[src/rtl/wb_stage_pkg.sv]
// Shared types for the writeback stage: source select, load size and FSM state.
package wb_stage_pkg;

  typedef enum logic [1:0] {
    WB_ALU  = 2'd0,
    WB_LOAD = 2'd1,
    WB_PC4  = 2'd2,
    WB_CSR  = 2'd3
  } wb_sel_t;

  typedef enum logic [1:0] {
    LS_B = 2'd0,
    LS_H = 2'd1,
    LS_W = 2'd2,
    LS_D = 2'd3
  } load_size_t;

  typedef enum logic [1:0] {
    IDLE  = 2'd0,
    WRITE = 2'd1,
    WAIT  = 2'd2
  } wb_state_t;

endpackage

[src/rtl/wb_stage_load_extract.sv]
// Combinational load-data extraction: shift by byte offset, slice by size, sign/zero-extend.
module wb_stage_load_extract
  import wb_stage_pkg::*;
#(
  parameter int XLEN = 64
) (
  input  logic [XLEN-1:0] i_load_raw,
  input  logic [2:0]      i_addr_low,
  input  load_size_t      i_load_size,
  input  logic            i_load_unsigned,
  output logic [XLEN-1:0] o_result
);

  logic [XLEN-1:0] w_shift;
  logic            w_sx;

  assign w_shift = i_load_raw >> {i_addr_low, 3'b000};
  assign w_sx    = ~i_load_unsigned;

  always_comb begin
    o_result = w_shift;
    unique case (i_load_size)
      LS_B:    o_result = {{(XLEN-8){w_sx & w_shift[7]}},   w_shift[7:0]};
      LS_H:    o_result = {{(XLEN-16){w_sx & w_shift[15]}}, w_shift[15:0]};
      LS_W:    o_result = {{(XLEN-32){w_sx & w_shift[31]}}, w_shift[31:0]};
      LS_D:    o_result = w_shift;
      default: o_result = w_shift;
    endcase
  end

endmodule

[src/rtl/wb_stage.sv]
// Writeback stage: captures one retiring instruction, writes the regfile for one cycle,
// then waits for wb_finish to commit or for a timeout to raise a sticky err.
module wb_stage
  import wb_stage_pkg::*;
#(
  parameter int XLEN    = 64,
  parameter int TIMEOUT = 8
) (
  input  logic            clk,
  input  logic            rst,
  input  logic            mem_valid,
  output logic            mem_ready,
  input  logic [XLEN-1:0] in_pc,
  input  logic            in_rf_we,
  input  logic [4:0]      in_rd_addr,
  input  logic [1:0]      in_wb_sel,
  input  logic [XLEN-1:0] in_alu_result,
  input  logic [XLEN-1:0] in_csr_rdata,
  input  logic [XLEN-1:0] in_load_raw,
  input  logic [1:0]      in_load_size,
  input  logic            in_load_unsigned,
  input  logic [2:0]      in_addr_low,
  output logic            RFwe,
  output logic [4:0]      rdaddr,
  output logic [XLEN-1:0] rd,
  output logic            wb_valid,
  input  logic            wb_finish,
  output logic            commit_valid,
  output logic [XLEN-1:0] commit_pc,
  output logic [63:0]     commit_cnt,
  output logic            fwd_valid,
  output logic            err
);

  wb_state_t       r_state, w_state_nxt;
  logic            r_we;
  logic [4:0]      r_rdaddr;
  logic [XLEN-1:0] r_rd;
  logic [XLEN-1:0] r_pc;
  logic [7:0]      r_to_cnt;
  logic [63:0]     r_commit_cnt;
  logic            r_err;

  logic [XLEN-1:0] w_load;
  logic [XLEN-1:0] w_src;
  logic            w_capture;
  logic            w_commit;
  logic            w_timeout;
  logic            w_wr_en;

  wb_stage_load_extract #(.XLEN(XLEN)) u_load_extract (
    .i_load_raw      (in_load_raw),
    .i_addr_low      (in_addr_low),
    .i_load_size     (load_size_t'(in_load_size)),
    .i_load_unsigned (in_load_unsigned),
    .o_result        (w_load)
  );

  always_comb begin
    w_src = in_alu_result;
    unique case (wb_sel_t'(in_wb_sel))
      WB_ALU:  w_src = in_alu_result;
      WB_LOAD: w_src = w_load;
      WB_PC4:  w_src = in_pc + XLEN'(4);
      WB_CSR:  w_src = in_csr_rdata;
      default: w_src = in_alu_result;
    endcase
  end

  assign w_capture = (r_state == IDLE) && mem_valid;
  assign w_commit  = (r_state == WAIT) && wb_finish;
  // A finish in the last allowed WAIT cycle still commits rather than erroring.
  assign w_timeout = (r_state == WAIT) && !wb_finish && (r_to_cnt == 8'(TIMEOUT - 1));

  always_ff @(posedge clk or posedge rst) begin
    if (rst) r_state <= IDLE;
    else     r_state <= w_state_nxt;
  end

  always_comb begin
    w_state_nxt = r_state;
    unique case (r_state)
      IDLE:    if (mem_valid) w_state_nxt = WRITE;
      WRITE:   w_state_nxt = WAIT;
      WAIT:    if (w_commit || w_timeout) w_state_nxt = IDLE;
      default: w_state_nxt = IDLE;
    endcase
  end

  always_ff @(posedge clk or posedge rst) begin
    if (rst) begin
      r_we         <= 1'b0;
      r_rdaddr     <= 5'd0;
      r_rd         <= '0;
      r_pc         <= '0;
      r_to_cnt     <= 8'd0;
      r_commit_cnt <= 64'd0;
      r_err        <= 1'b0;
    end else begin
      if (w_capture) begin
        r_we     <= in_rf_we;
        r_rdaddr <= in_rd_addr;
        r_rd     <= w_src;
        r_pc     <= in_pc;
      end
      if (r_state == WAIT && !w_commit && !w_timeout) r_to_cnt <= r_to_cnt + 8'd1;
      else                                            r_to_cnt <= 8'd0;
      if (w_commit)  r_commit_cnt <= r_commit_cnt + 64'd1;
      if (w_timeout) r_err        <= 1'b1;
    end
  end

  assign w_wr_en      = r_we && (r_rdaddr != 5'd0);
  assign mem_ready    = (r_state == IDLE);
  assign wb_valid     = (r_state == WRITE);
  assign RFwe         = (r_state == WRITE) && w_wr_en;
  assign rdaddr       = r_rdaddr;
  assign rd           = r_rd;
  assign commit_valid = w_commit;
  assign commit_pc    = r_pc;
  assign commit_cnt   = r_commit_cnt;
  assign fwd_valid    = ((r_state == WRITE) || (r_state == WAIT)) && w_wr_en;
  assign err          = r_err;

endmodule

[config.mk]
export PLATFORM = sky130hd
export DESIGN_NAME = wb_stage
export DESIGN_NICKNAME = d
export VERILOG_FILES = /design/src/rtl/wb_stage_pkg.sv /design/src/rtl/wb_stage_load_extract.sv /design/src/rtl/wb_stage.sv
export SDC_FILE = /design/constraint.sdc
export NUM_CORES = 1
export LEC_CHECK = 0
export CORE_MARGIN = 3
export CORE_UTILIZATION = 30
export DETAILED_ROUTE_END_ITERATION = 12
export PLACE_DENSITY = 0.61
export SETUP_SLACK_MARGIN = 0.2
export SYNTH_ARGS = -nofsm -noshare
export SYNTH_HDL_FRONTEND = slang
export SYNTH_SLANG_ARGS = --single-unit
[constraint.sdc]
create_clock -name clk -period 21.1 [get_ports clk]
set_clock_uncertainty 0.15 [all_clocks]
set_input_delay 4.22 -clock clk [delete_from_list [all_inputs] [get_ports clk]]
set_output_delay 4.22 -clock clk [all_outputs]
set_load 0.01 [all_outputs]
==> impl_metrics.ini <==
[place]
dp.cells = 2499
place_congestion = 0.927
port_buffers = 476
placed_area_um2 = 18300
dp_hpwl_um = 49000

[clock_network]
cts_root_buf = clkbuf_16
postCtsSetupRepairBufs = 0
htreeDepth = 1
clock-sinks = 209
holdBufCountCts = 0
cts-resized-gates = 0
cts_buffer_depth = 3
clk_latency_ns = 0.53
cts.clk_slew.worst_paths_ns = 0.05
cts_tree = yes
cts_made_buffers = 25

[global_route]
grt_pass1_wl_um = 93600
grt_pass1_vias = 14000
grt.overflow.total = 0
grt.total_usage = 0.267
grt_max_degree = 135
antenna_found_initial = 7

[sta]
worstMarginPinSlew_ns = 1.05
hold_viol = 0
fmax_mhz = 101
slew_viol_final = 0
slew_headroom = 0.298
period_needed_ns = 9.88
tns_ns = 0
fin_crit_sh = 0.468
rsz0062_at_grt = no
setup_viol = 0

[setup_path]
startpoint = wb_finish
start_kind = input pin
critPathBufInv = 2
crit_arrival_ns = 5.51
cp_max_fo = 4
cp-end-kind = output port
critPathMaxStageDelay_ns = 0.56
required_ns = 16.73
critical-path-top-delay-family = buffers and inverters
critPathSlowestCell = clkdlybuf4s50_1
rr_startpoint = r_state[0]
crit_type = in2out
crit_chain = clkdlybuf4s50_1 -> and2_1 -> clkdlybuf4s50_1
crit_top_cell = clkdlybuf4s50_1

[power_and_ir_drop]
irDropWorstVdd_uv = 61.2
power.total_w = 0.00183
p_per_area_nw_per_um2 = 95.5
p_leak_nw = 7.80

[logic_synthesis]
synthTopCellsByCount = nand2_1, dfrtp_1, a21oi_1
synth.most_common_cell = nand2_1
avgSynthCellArea_um2 = 8.58
yosysSeqAreaShare = 0.401
synth_cell_type_count = 74
synthFlopType = dfrtp_1
synthArstFlopShare = 1.00
yosysWarnings = 0
synth_edf_count = 0
synth_top_area_cell = dfrtp_1
synth-seq-cells = 209
syn-cell-area_um2 = 13100
yosys-top-cells-area = dfrtp_1, nand2_1, xnor2_1
yosysTopAreaCellShare = 0.401
netlist_instances = 1522
synth_fp_nets = 1802

[floorplan]
die_w_um = 215
die_y_um = 215
core_um2 = 42400
num_rows = 75
dieArea_um2 = 46000
pin_count = 477
start_util = 0.308

[status]
outcome = complete, no violations

[layout]
fin_util = 0.450
nets = 2229
stdcell_count = 2543
area_growth_pct = 46.4
fin_area_um2 = 19100
drive_above_1_share = 0.0611

[detailed_routing]
viasPerCell = 5.46
drt-total-wl_um = 63800
avgRoutedWirePerCell_um = 25.1
vias = 13900
drt_iter0_drc = 987
drc = 0
postRouteAntennaNets = 0
dr.pass1.iters = 6

[run]
drv_cap = 0

[hold_path]
hp-class = reg2reg
min_from = r_to_cnt[0]
cell families after synthesis:
| family | synth area share |
|---|---|
| AO/OA/AOI/OAI | 0.178 |
| flip-flops | 0.401 |
| XOR/XNOR | 0.0745 |
| buffers and inverters | 0.0408 |
| AND/OR/NAND/NOR | 0.227 |
| adder cells (fa/ha/maj) | 0.00575 |
| multiplexers | 0.0728 |
final timing paths:
check / end / cells after the start / slack [ns]
worst min-delay path: r_to_cnt[0] / 1 / 0.30
max in group asynchronous: rdaddr[4] / 3 / 15.04
worst min register to register: r_to_cnt[0] / 1 / 0.30
worst max-delay path: commit_valid / 3 / 11.22
worst max register to register: rd[29] / 6 / 17.66
min in group asynchronous: rdaddr[3] / 2 / 4.11
final cells by class:
class | count | area, µm²
Antenna cell | 2 | 5.00
Clock buffer | 39 | 748
Clock inverter | 3 | 42.5
Fill cell | 4233 | 23300
Inverter | 37 | 146
Multi-Input combinational cell | 1182 | 7320
Sequential cell | 209 | 5230
Tap cell | 577 | 722
Timing Repair Buffer | 494 | 4890
stage by stage:
step,hold slack [ns],setup slack (ns)
2_1_floorplan,0.275,11.02
3_3_place_gp,0.290,11.24
3_5_place_dp,0.296,11.23
4_1_cts,0.304,11.22
5_1_grt,0.317,11.16
6_report,0.304,11.22
cell usage in the layout (no fill, tap or decap), types with 16 or more instances in the layout:
master and n:
and3_1 18, dfrtp_1 209, inv_1 35, buf_4 18, a211oi_1 19, o22ai_1 53, xor2_1 38, a31oi_1 16
o21ai_0 76, clkdlybuf4s50_1 474, nand2_1 317, nor3_1 23, clkbuf_16 25, o221ai_1 16, nand3_1 54, nor2_1 79
a21oi_1 90, xnor2_1 73, mux2i_1 51, nand4_1 39
worst reg2reg max path, stage by stage (launching register included):
cell      delay (ns)
dfrtp_1         0.41
inv_1           0.09
ha_1            0.29
and2_4          0.61
nand2_2         0.69
a221oi_1        0.92
a21oi_1         0.15
power breakdown:
group / total [W] / leakage, nW / internal, W / switching [W]
Sequential: 0.000616 / 2.63 / 0.000532 / 0.0000840
Combinational: 0.000785 / 4.79 / 0.000387 / 0.000397
Clock: 0.000425 / 0.385 / 0.000253 / 0.000172
state kept, by name (all words and copies together) (netlist names):
signal      flops
rd             64
err             1
rdaddr          5
r_state         2
r_we            1
commit_pc      64
commit_cnt     64
r_to_cnt        8
layer usage:
| metal | vias up | GRT usage | part of all wire |
|---|---|---|---|
| li1 | 6329 | - | - |
| met1 | 6778 | 0.343 | 0.41 |
| met2 | 675 | 0.453 | 0.48 |
| met3 | 100 | 0.0640 | 0.079 |
| met4 | 10 | 0.0674 | 0.027 |
| met5 | - | 0 | 0.00086 |
Note: power is estimated with default switching activity, not from simulation.
